### config.mk
export PLATFORM = sky130hd
export DESIGN_NAME = tft_rx_capture_flat
export DESIGN_NICKNAME = d
export VERILOG_FILES = /design/src/rtl/tft_pkg.sv /design/src/rtl/tft_rx_capture_if.sv /design/src/rtl/tft_edge_det.sv /design/src/rtl/tft_rx_capture.sv /design/src/flat_wrapper.sv
export SDC_FILE = /design/constraint.sdc
export NUM_CORES = 1
export LEC_CHECK = 0
export ABC_CLOCK_PERIOD_IN_PS = 4900
export BUFFER_PORTS_ARGS = -buffer_cell sky130_fd_sc_hd__buf_2
export CORE_ASPECT_RATIO = 1.2
export CORE_MARGIN = 10
export CORE_UTILIZATION = 61
export CTS_BUF_LIST = sky130_fd_sc_hd__clkbuf_8
export DETAILED_ROUTE_END_ITERATION = 8
export HOLD_SLACK_MARGIN = 0.02
export PLACE_DENSITY = 0.86
export SYNTH_ARGS = -nofsm -noshare
export SYNTH_HDL_FRONTEND = slang
export SYNTH_SLANG_ARGS = --single-unit
### constraint.sdc
create_clock -name sys_clk -period 4.9 [get_ports sys_clk]
set_clock_uncertainty 0.2 [all_clocks]
set_input_delay 0.245 -clock sys_clk [delete_from_list [all_inputs] [get_ports sys_clk]]
set_output_delay 0.245 -clock sys_clk [all_outputs]
set_load 0.05 [all_outputs]
### src/rtl/tft_pkg.sv
// Constants and types shared between the TFT timing generator and the receive capture path.
package tft_pkg;

  localparam int TFT_H_ACTIVE = 480;
  localparam int TFT_V_ACTIVE = 272;
  localparam int PIX_W        = 16;
  localparam int COORD_W      = 10;

  typedef logic [PIX_W-1:0]   pix_t;
  typedef logic [COORD_W-1:0] coord_t;

  // RGB565 field layout: red in [15:11], green in [10:5], blue in [4:0].
  typedef struct packed {
    logic [4:0] r;
    logic [5:0] g;
    logic [4:0] b;
  } rgb565_t;

  typedef enum logic {
    SEEK  = 1'b0,
    FRAME = 1'b1
  } rx_state_t;

  function automatic coord_t sat_inc(input coord_t v);
    return (v == '1) ? v : v + coord_t'(1);
  endfunction

endpackage

### src/rtl/tft_rx_capture_if.sv
// Video input bus plus the framed pixel stream and frame status produced by the capture block.
interface tft_rx_capture_if;
  import tft_pkg::*;

  logic        vid_vsync;
  logic        vid_hsync;
  logic        vid_de;
  pix_t        vid_rgb;

  logic        pix_valid;
  pix_t        pix_data;
  coord_t      pix_x;
  coord_t      pix_y;
  logic        pix_sof;
  logic        pix_eol;

  coord_t      meas_width;
  coord_t      meas_height;
  logic        frame_done;
  logic        err_hlen;
  logic        err_vlen;
  logic        locked;
  logic [15:0] frame_cnt;

  modport master (
    output vid_vsync, vid_hsync, vid_de, vid_rgb,
    input  pix_valid, pix_data, pix_x, pix_y, pix_sof, pix_eol,
    input  meas_width, meas_height, frame_done, err_hlen, err_vlen, locked, frame_cnt
  );

  modport slave (
    input  vid_vsync, vid_hsync, vid_de, vid_rgb,
    output pix_valid, pix_data, pix_x, pix_y, pix_sof, pix_eol,
    output meas_width, meas_height, frame_done, err_hlen, err_vlen, locked, frame_cnt
  );

endinterface

### src/rtl/tft_edge_det.sv
// Registered input with a one-flop history; rise/fall pulse for one cycle on each transition.
module tft_edge_det
  import tft_pkg::*;
(
  input  logic clk,
  input  logic rst,
  input  logic d,
  output logic q,
  output logic rise,
  output logic fall
);

  logic q_prev;

  always_ff @(posedge clk) begin
    if (rst) begin
      q      <= 1'b0;
      q_prev <= 1'b0;
    end else begin
      q      <= d;
      q_prev <= q;
    end
  end

  assign rise = q & ~q_prev;
  assign fall = ~q & q_prev;

endmodule

### src/rtl/tft_rx_capture.sv
// DE-framed RGB565 capture: recovers x/y, emits a framed pixel stream, measures geometry, tracks lock.
module tft_rx_capture
  import tft_pkg::*;
#(
  parameter int   H_ACTIVE    = TFT_H_ACTIVE,
  parameter int   V_ACTIVE    = TFT_V_ACTIVE,
  parameter logic VS_POL      = 1'b0,
  parameter int   LOCK_FRAMES = 2
) (
  input logic             sys_clk,
  input logic             sys_rst,
  tft_rx_capture_if.slave bus
);

  localparam coord_t     H_C    = coord_t'(H_ACTIVE);
  localparam coord_t     V_C    = coord_t'(V_ACTIVE);
  localparam coord_t     EOL_X  = coord_t'(H_ACTIVE - 1);
  localparam logic [3:0] LOCK_N = 4'(LOCK_FRAMES);

  localparam int NSIG   = 2;
  localparam int SIG_VS = 0;
  localparam int SIG_DE = 1;

  // ---- input stage ----
  logic [NSIG-1:0] sig_in, sig_lvl, sig_rise, sig_fall;

  assign sig_in = {bus.vid_de, (bus.vid_vsync == VS_POL)};

  for (genvar i = 0; i < NSIG; i++) begin : g_edge
    tft_edge_det u_edge (
      .clk  (sys_clk),
      .rst  (sys_rst),
      .d    (sig_in[i]),
      .q    (sig_lvl[i]),
      .rise (sig_rise[i]),
      .fall (sig_fall[i])
    );
  end

  rgb565_t rgb_q;

  always_ff @(posedge sys_clk) begin
    if (sys_rst) rgb_q <= '0;
    else         rgb_q <= rgb565_t'(bus.vid_rgb);
  end

  logic de_q, de_fall, vs_start;
  assign de_q     = sig_lvl[SIG_DE];
  assign de_fall  = sig_fall[SIG_DE];
  assign vs_start = sig_rise[SIG_VS];

  // Framing is DE based; hsync and the vsync level/trailing edge carry no information here.
  logic unused_sigs;
  assign unused_sigs = &{1'b0, bus.vid_hsync, sig_lvl[SIG_VS], sig_fall[SIG_VS], sig_rise[SIG_DE]};

  // ---- FSM ----
  rx_state_t state, state_nx;
  logic      frame_start, frame_close;

  always_ff @(posedge sys_clk) begin
    if (sys_rst) state <= SEEK;
    else         state <= state_nx;
  end

  always_comb begin
    state_nx    = state;
    frame_start = 1'b0;
    frame_close = 1'b0;
    case (state)
      SEEK: begin
        if (vs_start) begin
          state_nx    = FRAME;
          frame_start = 1'b1;
        end
      end
      FRAME: begin
        if (vs_start) begin
          frame_start = 1'b1;
          frame_close = 1'b1;
        end
      end
      default: state_nx = SEEK;
    endcase
  end

  // ---- counters and frame-close arithmetic ----
  coord_t x, y, line_len, line_cnt, last_len;
  logic   hlen_flag;
  logic   [3:0] good_cnt;

  logic   in_frame, line_open, hlen_close, vlen_close, good_close;
  logic   pix_take, pix_ok;
  coord_t cnt_close, w_close, x_cur, y_cur;
  logic   [3:0] good_nx;

  assign in_frame = (state == FRAME);

  // A line still open at vs_start is closed in the same cycle, ahead of the frame close.
  assign line_open  = frame_close && (line_len != '0);
  assign cnt_close  = line_open ? sat_inc(line_cnt) : line_cnt;
  assign w_close    = line_open ? line_len : last_len;
  assign hlen_close = hlen_flag | (line_open && (line_len != H_C));
  assign vlen_close = (cnt_close != V_C);
  assign good_close = !hlen_close && !vlen_close;
  assign good_nx    = (good_cnt >= LOCK_N) ? good_cnt : good_cnt + 4'd1;

  // The pixel under vs_start already belongs to the new frame, so it is (0,0).
  assign pix_take = de_q && (in_frame || frame_start);
  assign x_cur    = frame_start ? '0 : x;
  assign y_cur    = frame_start ? '0 : y;
  assign pix_ok   = pix_take && (x_cur < H_C) && (y_cur < V_C);

  always_ff @(posedge sys_clk) begin
    if (sys_rst) begin
      x         <= '0;
      y         <= '0;
      line_len  <= '0;
      line_cnt  <= '0;
      last_len  <= '0;
      hlen_flag <= 1'b0;
    end else if (frame_start) begin
      x         <= pix_take ? coord_t'(1) : '0;
      line_len  <= pix_take ? coord_t'(1) : '0;
      y         <= '0;
      line_cnt  <= '0;
      last_len  <= '0;
      hlen_flag <= 1'b0;
    end else if (in_frame) begin
      if (de_q) begin
        x        <= sat_inc(x);
        line_len <= sat_inc(line_len);
      end else if (de_fall) begin
        if (line_len != H_C) hlen_flag <= 1'b1;
        line_cnt <= sat_inc(line_cnt);
        y        <= sat_inc(line_cnt);
        x        <= '0;
        line_len <= '0;
        last_len <= line_len;
      end
    end
  end

  // ---- measurement, status and lock ----
  coord_t      meas_width, meas_height;
  logic        frame_done, err_hlen, err_vlen, locked;
  logic [15:0] frame_cnt;

  always_ff @(posedge sys_clk) begin
    if (sys_rst) begin
      meas_width  <= '0;
      meas_height <= '0;
      frame_done  <= 1'b0;
      err_hlen    <= 1'b0;
      err_vlen    <= 1'b0;
      locked      <= 1'b0;
      frame_cnt   <= '0;
      good_cnt    <= '0;
    end else begin
      frame_done <= 1'b0;
      if (frame_close) begin
        meas_width  <= w_close;
        meas_height <= cnt_close;
        err_hlen    <= hlen_close;
        err_vlen    <= vlen_close;
        frame_done  <= 1'b1;
        frame_cnt   <= frame_cnt + 16'd1;
        if (good_close) begin
          good_cnt <= good_nx;
          locked   <= (good_nx >= LOCK_N);
        end else begin
          good_cnt <= '0;
          locked   <= 1'b0;
        end
      end
    end
  end

  // ---- pixel output register ----
  logic   pix_valid, pix_sof, pix_eol;
  pix_t   pix_data;
  coord_t pix_x, pix_y;

  always_ff @(posedge sys_clk) begin
    if (sys_rst) begin
      pix_valid <= 1'b0;
      pix_data  <= '0;
      pix_x     <= '0;
      pix_y     <= '0;
      pix_sof   <= 1'b0;
      pix_eol   <= 1'b0;
    end else begin
      pix_valid <= pix_ok;
      pix_data  <= pix_t'(rgb_q);
      pix_x     <= x_cur;
      pix_y     <= y_cur;
      pix_sof   <= pix_ok && (x_cur == '0) && (y_cur == '0);
      pix_eol   <= pix_ok && (x_cur == EOL_X);
    end
  end

  assign bus.pix_valid   = pix_valid;
  assign bus.pix_data    = pix_data;
  assign bus.pix_x       = pix_x;
  assign bus.pix_y       = pix_y;
  assign bus.pix_sof     = pix_sof;
  assign bus.pix_eol     = pix_eol;
  assign bus.meas_width  = meas_width;
  assign bus.meas_height = meas_height;
  assign bus.frame_done  = frame_done;
  assign bus.err_hlen    = err_hlen;
  assign bus.err_vlen    = err_vlen;
  assign bus.locked      = locked;
  assign bus.frame_cnt   = frame_cnt;

endmodule

### src/flat_wrapper.sv
// flat-port wrapper written by rule: the top's interface ports become plain ports
module tft_rx_capture_flat import tft_pkg::*;
#(
  parameter int   H_ACTIVE    = TFT_H_ACTIVE,
  parameter int   V_ACTIVE    = TFT_V_ACTIVE,
  parameter logic VS_POL      = 1'b0,
  parameter int   LOCK_FRAMES = 2
)
  (sys_clk, sys_rst, bus_vid_vsync, bus_vid_hsync, bus_vid_de, bus_vid_rgb, bus_pix_valid, bus_pix_data, bus_pix_x, bus_pix_y, bus_pix_sof, bus_pix_eol, bus_meas_width, bus_meas_height, bus_frame_done, bus_err_hlen, bus_err_vlen, bus_locked, bus_frame_cnt);
  tft_rx_capture_if bus_i ();
  input logic sys_clk;
  input logic sys_rst;
  input wire logic [$bits(bus_i.vid_vsync)-1:0] bus_vid_vsync;
  input wire logic [$bits(bus_i.vid_hsync)-1:0] bus_vid_hsync;
  input wire logic [$bits(bus_i.vid_de)-1:0] bus_vid_de;
  input wire logic [$bits(bus_i.vid_rgb)-1:0] bus_vid_rgb;
  output wire logic [$bits(bus_i.pix_valid)-1:0] bus_pix_valid;
  output wire logic [$bits(bus_i.pix_data)-1:0] bus_pix_data;
  output wire logic [$bits(bus_i.pix_x)-1:0] bus_pix_x;
  output wire logic [$bits(bus_i.pix_y)-1:0] bus_pix_y;
  output wire logic [$bits(bus_i.pix_sof)-1:0] bus_pix_sof;
  output wire logic [$bits(bus_i.pix_eol)-1:0] bus_pix_eol;
  output wire logic [$bits(bus_i.meas_width)-1:0] bus_meas_width;
  output wire logic [$bits(bus_i.meas_height)-1:0] bus_meas_height;
  output wire logic [$bits(bus_i.frame_done)-1:0] bus_frame_done;
  output wire logic [$bits(bus_i.err_hlen)-1:0] bus_err_hlen;
  output wire logic [$bits(bus_i.err_vlen)-1:0] bus_err_vlen;
  output wire logic [$bits(bus_i.locked)-1:0] bus_locked;
  output wire logic [$bits(bus_i.frame_cnt)-1:0] bus_frame_cnt;
  assign bus_i.vid_vsync = bus_vid_vsync;
  assign bus_i.vid_hsync = bus_vid_hsync;
  assign bus_i.vid_de = bus_vid_de;
  assign bus_i.vid_rgb = bus_vid_rgb;
  assign bus_pix_valid = bus_i.pix_valid;
  assign bus_pix_data = bus_i.pix_data;
  assign bus_pix_x = bus_i.pix_x;
  assign bus_pix_y = bus_i.pix_y;
  assign bus_pix_sof = bus_i.pix_sof;
  assign bus_pix_eol = bus_i.pix_eol;
  assign bus_meas_width = bus_i.meas_width;
  assign bus_meas_height = bus_i.meas_height;
  assign bus_frame_done = bus_i.frame_done;
  assign bus_err_hlen = bus_i.err_hlen;
  assign bus_err_vlen = bus_i.err_vlen;
  assign bus_locked = bus_i.locked;
  assign bus_frame_cnt = bus_i.frame_cnt;
  tft_rx_capture #(.H_ACTIVE(H_ACTIVE), .V_ACTIVE(V_ACTIVE), .VS_POL(VS_POL), .LOCK_FRAMES(LOCK_FRAMES)) u_core (.sys_clk(sys_clk), .sys_rst(sys_rst), .bus(bus_i));
endmodule
## After elaboration in Yosys (flattened, before gate mapping)

Index checks and enable logic that the tools add are counted.

- Register bits after elaboration: 145
- Output and inout bits: 79

- Add/subtract/negate cells: 5
- Order comparisons: 4
- Equality and inequality tests: 8
- Multiplexer cells: 22
- Bitwise gates (word level): 6
- Reduce and logical (&&, ||, !) cells: 22

Operator list:

| kind | count |
|---|---|
| $mux 10 | 14 |
| $add 10x1->10 const B | 3 |
| $eq 10x10->1 const B | 3 |
| $logic_not 10->1 | 2 |
| $lt 10x9->1 const B | 2 |
| $ne 10x9->1 const B | 2 |
| $add 16x1->16 const B | 1 |
| $eq 10x9->1 const B | 1 |
| $reduce_bool 10->1 | 1 |
| $logic_and 1x1->1 | 9 |
| $reduce_and 3->1 | 3 |
| $ge 4x2->1 const B | 2 |
| $mux 4 | 2 |
| $mux 1 | 6 |
| $ne 3x2->1 const B | 2 |
| $add 4x1->4 const B | 1 |
| $reduce_and 4->1 | 1 |
| $not 1->1 | 3 |
| $reduce_bool 3->1 | 1 |
| $and 1x1->1 | 2 |
| $logic_not 1->1 | 2 |
| $reduce_bool 2->1 | 1 |
| $reduce_or 2->1 | 1 |
| $logic_or 1x1->1 | 1 |
| $or 1x1->1 | 1 |

## Longest topological paths before layout

- Depth in word-level cells: 10
- Depth in mapped cells: 9
- Mapped depth without buffers: 9

## Hierarchy

Synthesis repeated with hierarchy kept, for this count alone.

- Cell total of the unflattened synthesis: 647
- Area total of the unflattened synthesis: 5768.0 µm²

Modules (own cells, without submodules):

| module | times used | cells each | area each (µm²) | sequential area each (µm²) |
|---|---|---|---|---|
| tft_rx_capture | 1 | 635 | 5637.9 | 2822.7 |
| tft_edge_det | 2 | 6 | 65.1 | 40.0 |

## Least setup slack after synthesis

OpenSTA, ideal clock, no wires.

- Path type: register to register
- From: reg u_core.line_len[0]
- To: reg u_core.good_cnt[3]
- Arrival time: 2.261 ns
- Required time: 4.620 ns
- Path slack: 2.359 ns
- Cell stages (with the launch flop): 10
- Path buffers: 0
- Period minus slack after synthesis: 2.541 ns
- Cells stage by stage: dfxtp_1 inv_1 ha_1 or4b_4 o31a_1 a31oi_1 o22ai_1 nor4_4 a21oi_2 nor3b_1

- Longest elaborated chain between the ends: 7
- Elaborated cells between the ends (all ways): 11
- Classes of those cells: 2 x eq/ne; 2 x mux; 1 x bitwise; 6 x reduce/logical

RTL lines:

| what | line | source |
|---|---|---|
| from (decl) | tft_rx_capture.sv:87 | `coord_t x, y, line_len, line_cnt, last_len;` |
| from (signal assigned) | tft_rx_capture.sv:123 | `line_len <= pix_take ? coord_t'(1) : '0;` |
| from (signal assigned) | tft_rx_capture.sv:131 | `line_len <= sat_inc(line_len);` |
| $reduce_bool 10->1 | tft_rx_capture.sv:99 | `assign line_open = frame_close && (line_len != '0);` |
| $logic_and 1x1->1 | tft_rx_capture.sv:99 |  |
| $mux 10 or $logic_and 1x1->1 (tied branches) | tft_rx_capture.sv:100, tft_rx_capture.sv:102 |  |
| $ne 10x9->1 or $or 1x1->1 (tied branches) | tft_rx_capture.sv:103, tft_rx_capture.sv:102 |  |
| $logic_not 1->1 | tft_rx_capture.sv:104 | `assign good_close = !hlen_close && !vlen_close;` |
| $logic_and 1x1->1 * | tft_rx_capture.sv:104 |  |
| $mux 4 * | tft_rx_capture.sv:167 | `if (good_close) begin` |
| to (signal assigned) | tft_rx_capture.sv:168 | `good_cnt <= good_nx;` |
| to (decl) | tft_rx_capture.sv:89 | `logic [3:0] good_cnt;` |

Mark *: on every way between the ends. The rest lies on a longest branch, timed or not.
A chain may end at the register's enable or synchronous reset.

==> metrics.csv <==
metric,value,unit
Max-Slew Margin vs Limit,0.269,
drt pass-1 iters,5,
Detail Route Antenna Nets,0,
Synth Area in XOR/XNOR,0.0515,
Core Rows,38,
CTS buffer count,17,
"most common cell after layout, fill and taps aside",dfxtp_1,
dominant cell type by area after synthesis,dfxtp_1,
total track usage,0.195,
status,"finished, final reports clean",
final setup vio count,0,
"Distinct cells, synth",47,
Skew-Pair Late Insertion Delay,0.45,ns
FMAX,317,MHz
RSZ-0062 raised after global routing,no,
final worst-path setup slack,1.74,ns
Critical Path Fanout Max,9,
Num Clock Sinks,145,
Setup CP Type,flip-flop to flip-flop,
chip width,108,µm
first-pass GRT wire length,21.6,mm
Compound-Gate Fraction of Synth Area,0.106,
Synth Instances,629,
WL final,13.3,mm
Seq. cell area,2900,µm²
Placement Setup Slack,1.87,ns
post-DR vias/cell,5.59,
power density cells,343,nW/µm²
synthesized flop and latch total,145,
sequential fraction of the synthesis area,0.518,
clk buf depth,2,
CP startpoint kind,flip-flop,
fillcell total,658,
PortBufs,98,
max_cap viols,0,
Die H,125,µm
post-synthesis adder-cell area fraction,0.0156,
critical path capture point type,flip-flop,
Worst Hold Class,input port to flip-flop,
CP required,4.99,ns
vias in the first global route,4546,
Min Hold Slack,0.195,ns
WL per Instance,15.5,µm
Pleak,2.66,nW
CTS H-tree depth,4,
largest net degree at the start of global routing,85,
footprint of the multi-input gates,2520,µm²
yosys warns,0,
die footprint,13400,µm²
ranking of synthesized cells by area,"dfxtp_1 52%, nor2_1 5.8%, nor2b_1 4.2%",
worst vdd ir,285,µV
drt drc,0,
layout overhead on the synthesized area,19.5,%
Post-synth EDFFs,0,
# IOs,100,
CP arrival,3.25,ns
"commonest cells after routing, fill and taps aside","145 x dfxtp_1, 98 x buf_2, 87 x nor2_1",
mux cell area share after synthesis,0.00892,
DP Wirelength,8.90,mm
vias,4798,
Root Buffer,clkbuf_8,
share of post-route cells with drive strength above 1,0.184,
Slew @ Worst Pin,1.09,ns
post-cts repair resize count,0,
dominant synthesized flop cell,dfxtp_1,
Max Transition Viols Final,0,
placed insts,812,
Overall Power,2.30,mW
Post-Synthesis Cell Area,5610,µm²
initial antenna violation count,0,
Initial Util,0.621,
average cell area after synthesis,8.92,µm²
Final TNS setup,0,ns
combinational family with the most area after synthesis,simple AND/OR/NAND/NOR gates,
min Tclk post-route,3.16,ns
"Net Count, Synth",657,
grt ovf,0,
CTS tree,yes,
GPL Wtd Cong,0.897,
Yosys top cell area share,0.518,
final worst-path cycle share,0.644,
final hold vios,0,
ant diodes,0,
fraction of the mapped netlist area in simple logic gates,0.266,
final cell count without fillers,859,
Core Footprint,9030,µm²
clock transition at the registers of the reported paths,0.07,ns
Layout Nets,757,
initial drt markers,315,
Async SR Flop Fraction,0,
-- critical path, cell delays in order (launching register included) --
cell	delay (ns)
dfxtp_1	0.52
ha_1	0.36
nand4_1	0.25
nor3_1	0.82
o21bai_1	0.17
a31oi_1	0.30
nor4_4	0.10
a21oi_2	0.20
nor3b_1	0.08
-- final cells by class --
type / count / share of cell area
sequential: 145 / 0.433
multi-input combinational: 437 / 0.376
timing repair buffer: 119 / 0.103
clock buffer: 21 / 0.0431
tap: 120 / 0.0224
clock inverter: 8 / 0.0168
inverter: 9 / 0.00504
-- metal layers --
metal | GRT usage | vias up | part of all wire
met3 | 0.0612 | 26 | 0.071
met4 | 0.0772 | 0 | 0.017
met5 | 0 | - | 0
li1 | - | 2347 | -
met1 | 0.217 | 2242 | 0.40
met2 | 0.335 | 183 | 0.51
-- report_power, final --
part	leakage (nW)	switching, mW	total (mW)	internal [mW]
Sequential	1.18	0.0103	1.21	1.20
Combinational	1.26	0.0941	0.136	0.0421
Clock	0.216	0.406	0.949	0.543
-- Yosys cell counts (all sizes together) (2+ instances only) --
| cell type | count |
|---|---|
| dfxtp | 145 |
| nor2 | 87 |
| nand2 | 57 |
| nor2b | 38 |
| a21oi | 33 |
| clkbuf | 30 |
| nor3 | 28 |
| o21ai | 20 |
| a211oi | 18 |
| xor2 | 18 |
| and2 | 16 |
| xnor2 | 15 |
| nand3 | 14 |
| nand4 | 13 |
| or3 | 11 |
| inv | 9 |
| a31oi | 8 |
| buf | 8 |
| nor4 | 8 |
| ha | 7 |
| and3 | 6 |
| mux2i | 5 |
| nand2b | 5 |
| o211ai | 4 |
| o31a | 3 |
| o31ai | 3 |
| a311oi | 2 |
| and3b | 2 |
| and4 | 2 |
| nor3b | 2 |
| nor4b | 2 |
| or4 | 2 |
| or4b | 2 |
-- metrics by stage --
stage / utilization / area, µm²
floorplan: - / 5610
global placement: 0.677 / 6120
detailed placement: 0.677 / 6120
CTS: 0.742 / 6700
global route: 0.742 / 6700
finish: 0.742 / 6700
-- kinds of logic after synthesis --
group | count (synthesis)
buf+inv | 47
flops | 145
compound gates | 95
simple gates | 297
fa+ha+maj | 7
xor+xnor | 33
mux | 5
-- sequential cells by signal, summed over array words and instances (netlist names), 2 cells and up --
name / cells
u_core.good_cnt: 4
u_core.bus.pix_x: 10
u_core.last_len: 10
u_core.bus.frame_cnt: 16
u_core.bus.meas_width: 10
u_core.x: 10
u_core.bus.pix_data: 16
u_core.line_len: 10
u_core.rgb_q: 16
u_core.g_edge.u_edge.q_prev: 2
u_core.y: 10
u_core.bus.pix_y: 10
u_core.bus.meas_height: 10
u_core.g_edge.u_edge.q: 2
-- path summary, 6_finish.rpt --
| check | startpoint | slack, ns | cells after the start | to |
|---|---|---|---|---|
| max reg2reg | u_core.y[1] | 1.74 | 8 | u_core.good_cnt[3] |
| min reg2reg | u_core.rgb_q[12] | 0.24 | 1 | u_core.bus.pix_data[12] |
| max | u_core.y[1] | 1.74 | 8 | u_core.good_cnt[3] |
| min | sys_rst | 0.19 | 4 | u_core.y[7] |
-- what timing repair did --
action                     4_1_cts  5_1_grt
hold endpoints to repair        18        0
hold buffers                    18        0
setup endpoints to repair        0        0
buffers inserted                 0        0
Note: power is estimated with default switching activity, not from simulation.
